--- config.mk ---
export PLATFORM = sky130hd
export DESIGN_NAME = finger_thres_ctrl_flat
export DESIGN_NICKNAME = d
export VERILOG_FILES = /design/src/rtl/finger_thres_ctrl_if.sv /design/src/rtl/finger_thres_ctrl.sv /design/src/flat_wrapper.sv
export SDC_FILE = /design/constraint.sdc
export NUM_CORES = 1
export LEC_CHECK = 0
export ABC_AREA = 1
export CORE_ASPECT_RATIO = 0.9
export CORE_MARGIN = 1.5
export CORE_UTILIZATION = 40
export DETAILED_ROUTE_END_ITERATION = 10
export SLEW_MARGIN = 10
export SYNTH_ARGS = -nofsm -noshare
export SYNTH_HDL_FRONTEND = slang
export SYNTH_SLANG_ARGS = --single-unit
--- constraint.sdc ---
create_clock -name clk -period 2.3 [get_ports clk]
set_input_delay 0.345 -clock clk [delete_from_list [all_inputs] [get_ports clk]]
set_output_delay 0.345 -clock clk [all_outputs]
set_load 0.1 [all_outputs]
--- src/rtl/finger_thres_ctrl_if.sv ---
// Threshold-controller bundle: frame timing and finger flags in, converter thresholds and status out.
interface finger_thres_ctrl_if;
  logic        step;
  logic        cal_start;
  logic        frame_start;
  logic        pix_valid;
  logic        is_finger;
  logic [15:0] r_thres;
  logic [15:0] g_thres;
  logic [15:0] b_thres;
  logic        busy;
  logic        locked;
  logic        cal_fail;
  logic [15:0] debug_out;

  modport master (
    output step, cal_start, frame_start, pix_valid, is_finger,
    input  r_thres, g_thres, b_thres, busy, locked, cal_fail, debug_out
  );

  modport slave (
    input  step, cal_start, frame_start, pix_valid, is_finger,
    output r_thres, g_thres, b_thres, busy, locked, cal_fail, debug_out
  );
endinterface

--- src/rtl/finger_thres_ctrl.sv ---
// Finger-detect threshold owner: manual R/B stepping plus a per-frame auto-calibration sweep.
module finger_thres_ctrl #(
  parameter int unsigned STEP       = 1024,
  parameter int unsigned TARGET_PIX = 2000,
  parameter int unsigned CNT_W      = 20,
  parameter logic [15:0] R_INIT     = 16'd35600,
  parameter logic [15:0] G_INIT     = 16'd51200,
  parameter logic [15:0] B_INIT     = 16'd35600
) (
  input  logic               clk,
  input  logic               rst_n,
  finger_thres_ctrl_if.slave bus
);

  typedef enum logic [1:0] {IDLE, WAIT_FRAME, COUNT, EVAL} state_t;

  localparam logic [16:0]      STEP17  = 17'(STEP);
  localparam logic [CNT_W-1:0] CNT_MAX = '1;

  state_t           r_state;
  logic [15:0]      r_rThres;
  logic [15:0]      r_gThres;
  logic [15:0]      r_bThres;
  logic [15:0]      r_rShadow;
  logic [15:0]      r_bShadow;
  logic [CNT_W-1:0] r_cnt;
  logic [CNT_W-1:0] r_result;
  logic             r_busy;
  logic             r_locked;
  logic             r_calFail;

  logic [16:0]      w_rSum;
  logic [16:0]      w_bSum;
  logic [15:0]      w_rNext;
  logic [15:0]      w_bNext;
  logic             w_rOverflow;
  logic             w_pixHit;
  logic             w_lockHit;

  // Sums are formed one bit wider so an overflow past 65535 can wrap to zero.
  always_comb begin
    w_rSum      = {1'b0, r_rThres} + STEP17;
    w_bSum      = {1'b0, r_bThres} + STEP17;
    w_rOverflow = (w_rSum > 17'h0FFFF);
    w_rNext     = w_rOverflow ? 16'd0 : w_rSum[15:0];
    w_bNext     = (w_bSum > 17'h0FFFF) ? 16'd0 : w_bSum[15:0];
    w_pixHit    = bus.pix_valid && bus.is_finger;
    w_lockHit   = (32'(r_result) >= 32'(TARGET_PIX));
  end

  always_ff @(posedge clk) begin
    if (!rst_n) begin
      r_state   <= IDLE;
      r_rThres  <= R_INIT;
      r_gThres  <= G_INIT;
      r_bThres  <= B_INIT;
      r_rShadow <= R_INIT;
      r_bShadow <= B_INIT;
      r_cnt     <= '0;
      r_result  <= '0;
      r_busy    <= 1'b0;
      r_locked  <= 1'b0;
      r_calFail <= 1'b0;
    end else begin
      case (r_state)
        IDLE: begin
          if (bus.cal_start) begin
            r_rShadow <= r_rThres;
            r_bShadow <= r_bThres;
            r_rThres  <= 16'd0;
            r_bThres  <= 16'd0;
            r_busy    <= 1'b1;
            r_locked  <= 1'b0;
            r_calFail <= 1'b0;
            r_state   <= WAIT_FRAME;
          end else if (bus.step) begin
            r_rThres  <= w_rNext;
            r_bThres  <= w_bNext;
            r_locked  <= 1'b0;
            r_calFail <= 1'b0;
          end
        end
        // Pixels seen here belong to a frame measured with stale thresholds.
        WAIT_FRAME: begin
          if (bus.frame_start) begin
            r_cnt   <= '0;
            r_state <= COUNT;
          end
        end
        COUNT: begin
          if (bus.frame_start) begin
            r_result <= r_cnt;
            r_state  <= EVAL;
          end else if (w_pixHit && (r_cnt != CNT_MAX)) begin
            r_cnt <= r_cnt + CNT_W'(1);
          end
        end
        EVAL: begin
          if (w_lockHit) begin
            r_locked <= 1'b1;
            r_busy   <= 1'b0;
            r_state  <= IDLE;
          end else if (w_rOverflow) begin
            r_rThres  <= r_rShadow;
            r_bThres  <= r_bShadow;
            r_calFail <= 1'b1;
            r_busy    <= 1'b0;
            r_state   <= IDLE;
          end else begin
            r_rThres <= w_rNext;
            r_bThres <= w_bNext;
            r_state  <= WAIT_FRAME;
          end
        end
        default: r_state <= IDLE;
      endcase
    end
  end

  assign bus.r_thres   = r_rThres;
  assign bus.g_thres   = r_gThres;
  assign bus.b_thres   = r_bThres;
  assign bus.busy      = r_busy;
  assign bus.locked    = r_locked;
  assign bus.cal_fail  = r_calFail;
  assign bus.debug_out = {r_rThres[15:8], r_bThres[15:8]};

endmodule

--- src/flat_wrapper.sv ---
// flat-port wrapper written by rule: the top's interface ports become plain ports
module finger_thres_ctrl_flat 
#(
  parameter int unsigned STEP       = 1024,
  parameter int unsigned TARGET_PIX = 2000,
  parameter int unsigned CNT_W      = 20,
  parameter logic [15:0] R_INIT     = 16'd35600,
  parameter logic [15:0] G_INIT     = 16'd51200,
  parameter logic [15:0] B_INIT     = 16'd35600
)
  (clk, rst_n, bus_step, bus_cal_start, bus_frame_start, bus_pix_valid, bus_is_finger, bus_r_thres, bus_g_thres, bus_b_thres, bus_busy, bus_locked, bus_cal_fail, bus_debug_out);
  finger_thres_ctrl_if bus_i ();
  input  logic clk;
  input  logic rst_n;
  input wire logic [$bits(bus_i.step)-1:0] bus_step;
  input wire logic [$bits(bus_i.cal_start)-1:0] bus_cal_start;
  input wire logic [$bits(bus_i.frame_start)-1:0] bus_frame_start;
  input wire logic [$bits(bus_i.pix_valid)-1:0] bus_pix_valid;
  input wire logic [$bits(bus_i.is_finger)-1:0] bus_is_finger;
  output wire logic [$bits(bus_i.r_thres)-1:0] bus_r_thres;
  output wire logic [$bits(bus_i.g_thres)-1:0] bus_g_thres;
  output wire logic [$bits(bus_i.b_thres)-1:0] bus_b_thres;
  output wire logic [$bits(bus_i.busy)-1:0] bus_busy;
  output wire logic [$bits(bus_i.locked)-1:0] bus_locked;
  output wire logic [$bits(bus_i.cal_fail)-1:0] bus_cal_fail;
  output wire logic [$bits(bus_i.debug_out)-1:0] bus_debug_out;
  assign bus_i.step = bus_step;
  assign bus_i.cal_start = bus_cal_start;
  assign bus_i.frame_start = bus_frame_start;
  assign bus_i.pix_valid = bus_pix_valid;
  assign bus_i.is_finger = bus_is_finger;
  assign bus_r_thres = bus_i.r_thres;
  assign bus_g_thres = bus_i.g_thres;
  assign bus_b_thres = bus_i.b_thres;
  assign bus_busy = bus_i.busy;
  assign bus_locked = bus_i.locked;
  assign bus_cal_fail = bus_i.cal_fail;
  assign bus_debug_out = bus_i.debug_out;
  finger_thres_ctrl #(.STEP(STEP), .TARGET_PIX(TARGET_PIX), .CNT_W(CNT_W), .R_INIT(R_INIT), .G_INIT(G_INIT), .B_INIT(B_INIT)) u_core (.clk(clk), .rst_n(rst_n), .bus(bus_i));
endmodule
==> results.txt, run 1 <==
GRT Max-Usage Layer = met2
dpl cells = 1,011
RSZ-0062 raised after global routing = no
NumNets Final = 870
Gate Count Post-Synth = 817
Critical Path Max Stage Delay = 0.38 ns
most common cell in the synthesized netlist = nand2_1
Tcrit/Tclk final = 90.1%
initial antenna violation count = 0
CP delay by family, top = simple AND/OR/NAND/NOR gates
via count = 5,093
CTS tree = yes
first-pass GRT wire length = 22,600 um
hold path depth = 3
I/O Buffers = 57
Worst Clk Skew = 0.0127 ns
multiplexer area fraction after synthesis = 0%
area of the mapped netlist = 5600 um2
hold buffers post-CTS = 0
r2r endpoint = u_core.bus.r_thres[15]
Layout Utilization = 47.3%
die height = 115 um
pwr/cell area = 1360 nW/um2
synth top area cells = dfxtp_1 38%, nand2_1 12%, nand3_1 7.0%
Setup violations, final = 0
most frequent CP cell = nand2_1
Syn. warnings = 0
Critical-path top delay cell = dfxtp_4
Final GP Congestion = 0.930
Tot Pwr = 0.00872 W
grt met1 use = 25.6%
largest family of logic cells by synthesized area = simple AND/OR/NAND/NOR gates
Inserted Clock Buffers = 9
Final HPWL DP = 9620 um
Die Wd = 128 um
Peak Freq = 483 MHz
P&R area growth vs syn = 14.2%
GR Util met3 = 4.28%
reg2reg start = u_core.bus.r_thres[10]
share of cells above drive strength 1 = 15.7%
Pre-antenna DRT Iters = 5
ys async rst share = 0%
FF+latch count, synth = 105
library cells used by synthesis = 36
Syn Area/Cell = 6.85 um2
DRC = 0
final number of max-transition violations = 0
area share of fa/ha/maj cells after synthesis = 2.01%
clk sinks = 105
HP Start = rst_n
CTS Buffer Depth = 2
Post-CTS Setup Repair Bufs = 0
vias in the first global route = 4,649
Non-Filler Instances = 1,027
Fin Setup TNS = 0 ns
pin count of the biggest net entering global routing = 30
status = completed
CP Data Required Time = 2.61 ns
Filler cells = 1,362
Tmin final = 2.07 ns
gr usage total = 19.1%
latest clock arrival within the worst-skew pair = 0.36 ns
post-synthesis xor/xnor area fraction = 2.19%
Die ar. = 14,700 um2
EDFF count, synth = 0
CP bufs+invs = 3
Root Driver = clkbuf_16
critical path, cell by cell = inv_1 -> ha_1 -> inv_1 -> nand2_1 -> nor2_1 -> nand2_1 -> nor2_1 -> nand3_1 -> nand2_2 -> nand2_2 -> inv_1 -> nand2_1 -> o21ai_0 -> nand2_1 -> nand2_1
GR Util met2 = 30.7%
Hold Path Sink = u_core.r_bShadow[0]
Main synth FF type = dfxtp_1
diodes inserted = 0
worst setup path class = reg -> reg
simple logic cell fraction of the synthesized area = 31.6%
H-tree depth = 3
CP Max Fanout = 16
wire length per cell = 13.2 um
WL final = 13,500 um
complex-gate fraction of the synthesized area = 13.2%
dominant cell type by area after synthesis = dfxtp_1
post-CTS resize count = 0
Iteration-0 DRC Markers = 387
worst hold path type = in -> reg
Ports = 74
flop-to-flop setup slack = 0.23 ns
critical path data arrival time = 2.38 ns
register clock-pin slew on the reported worst setup and hold paths = 0.07 ns
VDD IR max = 0.610 mV
Worst setup EP type = register
Initial Util = 41.4%
final hold vios = 0
max_cap viols = 0
Static Leak = 2.74 nW
num rows = 40
most instantiated cells after synthesis = 183 x nand2_1, 105 x dfxtp_1, 95 x nor2_1, 78 x nand3_1, 77 x inv_1
sequential cell area fraction in the yosys report = 37.6%
Antenna Nets Post-Route = 0
GRT Residual Overflow = 0
DR vias/cell = 4.96
depth of the worst register-to-register path = 15
Worst setup SP type = register
core area = 13,500 um2
top-area cell type share of the netlist area = 37.6%
[placed cells by master, fill, tap and decap left out, types with 7 or more instances in the layout]
| master | Yosys | final |
|---|---|---|
| a21oi_1 | 55 | 55 |
| a21oi_2 | 11 | 11 |
| buf_4 | 34 | 71 |
| clkbuf_16 | 0 | 9 |
| conb_1 | 2 | 16 |
| dfxtp_1 | 105 | 101 |
| ha_1 | 9 | 9 |
| inv_1 | 77 | 77 |
| nand2_1 | 183 | 183 |
| nand2_2 | 15 | 15 |
| nand3_1 | 78 | 78 |
| nand4_1 | 9 | 9 |
| nor2_1 | 95 | 95 |
| nor3_1 | 7 | 7 |
| o21ai_0 | 56 | 56 |
| xor2_1 | 12 | 12 |
[kinds of logic (layout without fill, tap and decap cells)]
kind of cell | Yosys count | in the layout
adders and majority gates | 9 | 9
and+or+nand+nor | 403 | 403
xor gates and xnor gates | 14 | 14
AOI/OAI and AO/OA | 132 | 132
other | 2 | 16
buffers and inverters | 152 | 180
DFF | 105 | 105
[power by group]
| group | switching, W | total, W | internal [W] |
|---|---|---|---|
| registers | 0.000303 | 0.00251 | 0.00221 |
| logic | 0.00346 | 0.00463 | 0.00118 |
| clock network | 0.000727 | 0.00158 | 0.000853 |
| total | 0.00449 | 0.00872 | 0.00424 |
[metrics by stage]
| stage | hold slack [ns] | setup WS (ns) | cell area, um2 |
|---|---|---|---|
| floorplan | 0.429 | 0.0191 | 5660 |
| global placement | 0.438 | 0.242 | 6090 |
| detailed placement | 0.443 | 0.140 | 6090 |
| CTS | 0.406 | 0.215 | 6390 |
| global route | 0.431 | 0.00495 | 6390 |
| finish | 0.420 | 0.227 | 6390 |
[worst max path at each step]
stage                                 startpoint                      to  slack, ns  cells after the start
after floorplan           u_core.bus.b_thres[12]   u_core.bus.b_thres[3]       0.02                     11
after global placement             bus_cal_start                register       0.24                      9
after detailed placement           bus_cal_start                register       0.14                      9
after CTS                 u_core.bus.r_thres[10]  u_core.bus.r_thres[11]       0.22                     15
after global routing      u_core.bus.r_thres[10]  u_core.bus.r_thres[10]      0.005                     15
final                     u_core.bus.r_thres[10]  u_core.bus.r_thres[15]       0.23                     15
[state kept, by name (all words and copies together) (netlist names), named ones only]
| signal | flops |
|---|---|
| u_core.r_rShadow | 16 |
| u_core.bus.r_thres | 6 |
| u_core.r_bShadow | 16 |
| u_core.bus.b_thres | 16 |
| u_core.bus.busy | 1 |
| u_core.r_state | 2 |
| u_core.bus.cal_fail | 1 |
| u_core.bus.locked | 1 |
| u_core.r_cnt | 20 |
| u_core.r_result | 16 |
[layout make-up]
type                            count  area (um2)  area share, %
Multi-Input combinational cell    574        2800           43.9
Sequential cell                   105        2110           33.0
Timing Repair Buffer               80         648           10.1
Inverter                           84         315           4.94
Clock buffer                        9         225           3.53
Tap cell                          168         210           3.29
Clock inverter                      7        77.6           1.21
[worst register-to-register path, cell delays in order (launching register included)]
cell	delay [ns]
dfxtp_4	0.38
inv_1	0.08
ha_1	0.31
inv_1	0.06
nand2_1	0.04
nor2_1	0.08
nand2_1	0.05
nor2_1	0.08
nand3_1	0.08
nand2_2	0.09
nand2_2	0.22
inv_1	0.28
nand2_1	0.07
o21ai_0	0.08
nand2_1	0.07
nand2_1	0.06
[routing by layer]
| metal | wire [um] | share of wire [%] |
|---|---|---|
| met1 | 6530 | 48 |
| met2 | 6230 | 46 |
| met3 | 661 | 4.9 |
| met4 | 131 | 0.97 |
| met5 | 0 | 0 |
No activity file was read; power rests on OpenSTA's default activity.
==> run 2, diff against run 1 <==
- CORE_ASPECT_RATIO: 0.9 -> 0.75
- CTS_BUF_LIST: default -> sky130_fd_sc_hd__clkbuf_16
- CTS_CLUSTER_SIZE: default -> 16
==> results.txt, run 2 (synthesis gave the netlist of run 1 again) <==
I/O Buffers = 57 (unchanged)
final number of max-transition violations = 0 (unchanged)
Iteration-0 DRC Markers = 351 (-9.3%)
Root Driver = clkbuf_16
CP Max Fanout = 11 (-5)
final hold vios = 0 (unchanged)
vias in the first global route = 4,440 (-4.5%)
Filler cells = 1,412 (+3.7%)
initial antenna violation count = 0 (unchanged)
Post-CTS Setup Repair Bufs = 0 (unchanged)
pwr/cell area = 1340 nW/um2 (-1.5%)
max_cap viols = 0 (unchanged)
Tcrit/Tclk final = 91.5% (+1.4 points)
max reg flops = 20 (unchanged)
depth of the worst register-to-register path = 13 (-2)
Worst Clk Skew = 0.0109 ns (-0.00177 ns)
hold path depth = 2 (-1)
RSZ-0062 raised after global routing = yes
Final GP Congestion = 0.869 (-6.6%)
failing checks = design-rule violations
Fin Setup TNS = 0 ns (unchanged)
CTS tree = yes
Worst setup EP type = register
Net Sw Power = 0.00446 W (-0.49%)
Die ar. = 14,700 um2 (about the same)
most frequent cells in the layout = 183 x nand2_1, 101 x dfxtp_1, 95 x nor2_1
status = finished with violations
Die Wd = 140 um (+9.3%)
critical path data arrival time = 2.34 ns (-0.04 ns)
Pint = 0.00412 W (-2.8%)
Peak Freq = 475 MHz (-1.6%)
dpl cells = 1,021 (+0.99%)
Static Leak = 2.72 nW (-0.64%)
Non-Filler Instances = 1,037 (+0.97%)
Initial Util = 40.8% (-0.57 points)
latest clock arrival within the worst-skew pair = 0.34 ns (-0.02 ns)
Critical Path Max Stage Delay = 0.39 ns (about the same)
Antenna Nets Post-Route = 0 (unchanged)
first-pass GRT wire length = 23,100 um (+2.2%)
most frequent CP cell = nand2_1
wire length per cell = 13.0 um (-1.1%)
CP bufs+invs = 2 (-1)
share of cells above drive strength 1 = 16.1% (+0.41 points)
WL final = 13,500 um (-0.18%)
diodes inserted = 0 (unchanged)
worst-margin pin slew = 0.651 ns
WP depth = 13 (-2)
DRC = 4 (+4)
Rel. slew slack = 56.4%
sequential group share of total power = 29.3% (+0.5 points)
Inserted Clock Buffers = 9 (unchanged)
Final HPWL DP = 9450 um (-1.8%)
hold buffers post-CTS = 0 (unchanged)
DR vias/cell = 4.84 (-2.4%)
post-CTS resize count = 0 (unchanged)
Tmin final = 2.11 ns (+0.0327 ns)
Critical-path top delay cell = dfxtp_4
DP Area = 6090 um2 (+0.10%)
VDD IR max = 0.653 mV (+7.0%)
via count = 5,017 (-1.5%)
CTS Buffer Depth = 2 (unchanged)
NumNets Final = 873 (+0.34%)
core area = 13,700 um2 (+1.4%)
H-tree depth = 3 (unchanged)
largest register by flop count = u_core.r_cnt
CP delay by family, top = simple AND/OR/NAND/NOR gates
most common cell after layout, fill and taps aside = nand2_1
gr usage total = 19.3% (+0.17 points)
Pre-antenna DRT Iters = 7 (+2)
Ports = 74 (unchanged)
Setup violations, final = 0 (unchanged)
worst hold path type = reg -> reg
clk sinks = 105 (unchanged)
P&R area growth vs syn = 14.0%
CP Data Required Time = 2.54 ns (-0.07 ns)
clock share of power = 16.9% (-1.2 points)
Worst setup SP type = register
die height = 105 um (-8.5%)
Comb power frac = 53.8% (+0.7 points)
register clock-pin slew on the reported worst setup and hold paths = 0.08 ns (about the same)
num rows = 37 (-7.5%)
worst setup path class = reg -> reg
critical path, cell by cell = inv_1 -> ha_1 -> inv_1 -> nand2_1 -> nor2_1 -> nand2_1 -> nor2_1 -> nand3_1 -> nand2_2 -> nand2_2 -> or2_2 -> nand3_1 -> nand2_1
final instance area = 6380 um2 (-0.16%)
GRT Residual Overflow = 0 (unchanged)
pin count of the biggest net entering global routing = 66 (+120%)
switch share = 52.0% (+0.59 points)
==> run 2: cell types whose count changed in the layout (fill, tap and decap cells not counted), moves of 2 or more <==
cell        delta
inv_6          +2
buf_12         -2
clkinv_4       -2
clkinvlp_4     +2
buf_4          +5
==> run 2: routing by layer <==
metal  share of wire [%]  track usage, %
met1                  55            30.2
met3                 4.4            3.54
met2                  41            27.4
met4                0.26            3.46
met5                   0               0
==> run 2: through the flow <==
| step | utilization, % | worst slack [ns] | power [W] | hold slack [ns] |
|---|---|---|---|---|
| floorplan | - | 0.0191 | 0.00634 | 0.429 |
| global placement | 44.5 | 0.170 | 0.00717 | 0.443 |
| detailed placement | 44.5 | 0.151 | 0.00718 | 0.449 |
| CTS | 46.5 | 0.202 | 0.00866 | 0.459 |
| global route | 46.5 | -0.0177 | 0.00919 | 0.471 |
| finish | 46.5 | 0.195 | 0.00858 | 0.454 |
==> run 2: layout make-up <==
cell class	count	area, um2	share of cell area, %
Clock buffer	9	225	3.53
Inverter	84	319	5.00
Multi-Input combinational cell	574	2810	44.0
Clock inverter	7	52.6	0.824
Sequential cell	105	2110	33.1
Timing Repair Buffer	83	646	10.1
Tap cell	175	219	3.43
==> run 2: worst reg2reg max path, delay by kind of cell (launching register included) <==
kind	cells	cell delay [ns]
AND/OR/NAND/NOR	10	1.12
flip-flops	1	0.39
adder cells (fa/ha/maj)	1	0.34
buffers and inverters	2	0.15
==> run 2: path summary, 6_finish.rpt <==
check	end	slack, ns	start
max	u_core.bus.b_thres[8]	0.19	u_core.bus.r_thres[10]
min	u_core.r_bShadow[2]	0.45	u_core.r_bShadow[2]
max reg2reg	u_core.bus.b_thres[8]	0.19	u_core.bus.r_thres[10]
min reg2reg	u_core.r_bShadow[2]	0.45	u_core.r_bShadow[2]
==> run 2: power by group through the flow <==
stage	clock network, W	registers, W	logic, W
2_1_floorplan	0	0.00335	0.00299
3_3_place_gp	0	0.00255	0.00462
3_5_place_dp	0	0.00255	0.00463
4_1_cts	0.00150	0.00252	0.00465
5_1_grt	0.00157	0.00257	0.00505
6_report	0.00145	0.00252	0.00461
==> run 3, diff against run 2 <==
--- a/config.mk
+++ b/config.mk
@@ -14,3 +14,3 @@
 export DETAILED_ROUTE_END_ITERATION = 10
-export SLEW_MARGIN = 10
+export SLEW_MARGIN = 20
 export SYNTH_ARGS = -nofsm -noshare
--- a/constraint.sdc
+++ b/constraint.sdc
@@ -3,2 +3,2 @@
 set_output_delay 0.345 -clock clk [all_outputs]
-set_load 0.1 [all_outputs]
+set_load 0.005 [all_outputs]
==> results.txt, run 3 (synthesis gave the netlist of run 1 again) <==
DP Area = 6220 um2 (+2.2%)
Pre-antenna DRT Iters = 8 (+1)
metal1 wirelength = 7390 um (-0.34%)
Antenna Nets Post-Route = 0 (unchanged)
WL final = 13,600 um (+0.52%)
failing checks = design-rule violations
critical path, cell by cell = ha_1 -> nand2_1 -> inv_2 -> nand2_2 -> nor2_4 -> nand4_2 -> nand3_2 -> nand2_4 -> nand2_4 -> nand2_1 -> a21oi_1
CTS Buffer Depth = 2 (unchanged)
Tcrit/Tclk final = 86.8% (-4.7 points)
num rows = 37 (unchanged)
sequential group share of total power = 34.5% (+5.2 points)
DR vias/cell = 4.84 (about the same)
vias in the first global route = 4,438 (-0.045%)
clock share of power = 22.2% (+5.3 points)
Die Wd = 140 um (unchanged)
CP Data Required Time = 2.59 ns (+0.05 ns)
final hold vios = 0 (unchanged)
met2 wire length = 5470 um (-0.24%)
max reg flops = 20 (unchanged)
diodes inserted = 0 (unchanged)
status = finished with violations
Final GP Congestion = 0.890 (+2.5%)
worst setup path class = reg -> reg
Worst setup EP type = register
gr usage total = 19.1% (-0.22 points)
VDD IR max = 0.647 mV (-0.94%)
Die ar. = 14,700 um2 (unchanged)
hold_ws = 0.387 ns (-0.0673 ns)
Inserted Clock Buffers = 9 (unchanged)
RSZ-0062 raised after global routing = no
Post-CTS Setup Repair Bufs = 0 (unchanged)
clk sinks = 105 (unchanged)
Pint = 0.00435 W (+5.7%)
top sig layer = met4
initial antenna violation count = 0 (unchanged)
Root Driver = clkbuf_16
P&R area growth vs syn = 16.8%
register clock-pin slew on the reported worst setup and hold paths = 0.08 ns (about the same)
pwr/cell area = 1100 nW/um2 (-18%)
H-tree depth = 3 (unchanged)
NumNets Final = 873 (unchanged)
worst hold path type = in -> reg
Net Sw Power = 0.00286 W (-36%)
most common cell after layout, fill and taps aside = nand2_1
die height = 105 um (unchanged)
wire length per cell = 13.1 um (+0.52%)
Fin Setup TNS = 0 ns (unchanged)
pin count of the biggest net entering global routing = 34 (-48%)
most frequent cells in the layout = 183 x nand2_1, 105 x dfxtp_1, 95 x nor2_1
final number of max-transition violations = 0 (unchanged)
Iteration-0 DRC Markers = 303 (-14%)
max_cap viols = 0 (unchanged)
Critical-path top delay cell = dfxtp_1
CP Max Fanout = 19 (+8)
Worst Clk Skew = 0.0134 ns (+0.00247 ns)
Initial Util = 40.8% (unchanged)
critical path data arrival time = 2.28 ns (-0.06 ns)
via count = 5,018 (+0.020%)
Worst setup SP type = register
Comb power frac = 43.3% (-10 points)
Peak Freq = 501 MHz (+5.4%)
Setup violations, final = 0 (unchanged)
switch share = 39.7% (-12 points)
first-pass GRT wire length = 22,700 um (-1.8%)
Critical Path Max Stage Delay = 0.43 ns (+0.04 ns)
Ports = 74 (unchanged)
Final HPWL DP = 9420 um (-0.25%)
core area = 13,700 um2 (unchanged)
final instance area = 6540 um2 (+2.5%)
Tmin final = 2.00 ns (-0.109 ns)
largest register by flop count = u_core.r_cnt
GRT Residual Overflow = 0 (unchanged)
Static Leak = 2.68 nW (-1.4%)
CTS tree = yes
met3 routed WL = 606 um (+2.0%)
latest clock arrival within the worst-skew pair = 0.36 ns (+0.02 ns)
DRC = 2 (-2)
share of cells above drive strength 1 = 9.74% (-6.4 points)
I/O Buffers = 57 (unchanged)
-- run 3: cell types whose count changed in the layout (fill, tap and decap cells not counted), moves of 2 or more --
cell	previous run	this run
buf_4	76	24
clkdlybuf4s50_1	5	56
inv_6	3	1
dfxtp_1	101	105
dfxtp_2	3	0
-- run 3: power by group through the flow --
stage          combinational (W)  sequential, W  clock (W)
5_1_grt                  0.00354        0.00254    0.00171
2_1_floorplan            0.00221        0.00247          0
3_3_place_gp             0.00313        0.00252          0
4_1_cts                  0.00315        0.00249    0.00164
3_5_place_dp             0.00314        0.00252          0
6_report                 0.00312        0.00249    0.00160
-- run 3: what timing repair did --
item,in CTS,in global routing
gates resized for setup,0,2
setup endpoints to repair,0,5
endpoints found under the hold margin,0,0
hold buffers,0,0
-- run 3: metrics by stage --
step	instances	setup slack [ns]	util [%]	total power [W]
after detailed placement	1021	0.176	45.4	0.00566
after CTS	1037	0.201	47.6	0.00728
after global routing	1037	0.0263	47.7	0.00778
after floorplan	831	0.398	-	0.00468
after global placement	1021	0.195	45.4	0.00565
final	1037	0.303	47.7	0.00721
-- run 3: worst max-delay path: cells and delay by family, from the launching register on --
| family | cells | cell delay [ns] |
|---|---|---|
| compound gates | 1 | 0.13 |
| flops | 1 | 0.43 |
| buf+inv | 1 | 0.09 |
| fa+ha+maj | 1 | 0.25 |
| simple gates | 8 | 1.03 |
-- run 3: area by class of cell --
| cell class | instances | area, um2 |
|---|---|---|
| clock buffers | 9 | 225 |
| clock inverters | 7 | 78.8 |
| fillers | 1420 | 7170 |
| inverters | 84 | 319 |
| multi-input cells | 574 | 2810 |
| flip-flops and latches | 105 | 2100 |
| well taps | 175 | 219 |
| repair buffers | 83 | 786 |
-- run 3: path summary, 6_finish.rpt --
kind | start | to | slack, ns | cells after the start
worst max register to register | u_core.r_cnt[0] | u_core.r_cnt[2] | 0.30 | 11
worst min register to register | u_core.r_bShadow[2] | u_core.r_bShadow[2] | 0.45 | 2
worst max-delay path | u_core.r_cnt[0] | u_core.r_cnt[2] | 0.30 | 11
worst min-delay path | rst_n | u_core.r_bShadow[4] | 0.39 | 2
-- run 3: routing by layer --
| layer | up-vias | track usage [%] |
|---|---|---|
| met3 | 10 | 3.73 |
| li1 | 2642 | - |
| met4 | 0 | 4.81 |
| met1 | 2247 | 29.1 |
| met5 | - | 0 |
| met2 | 119 | 27.2 |
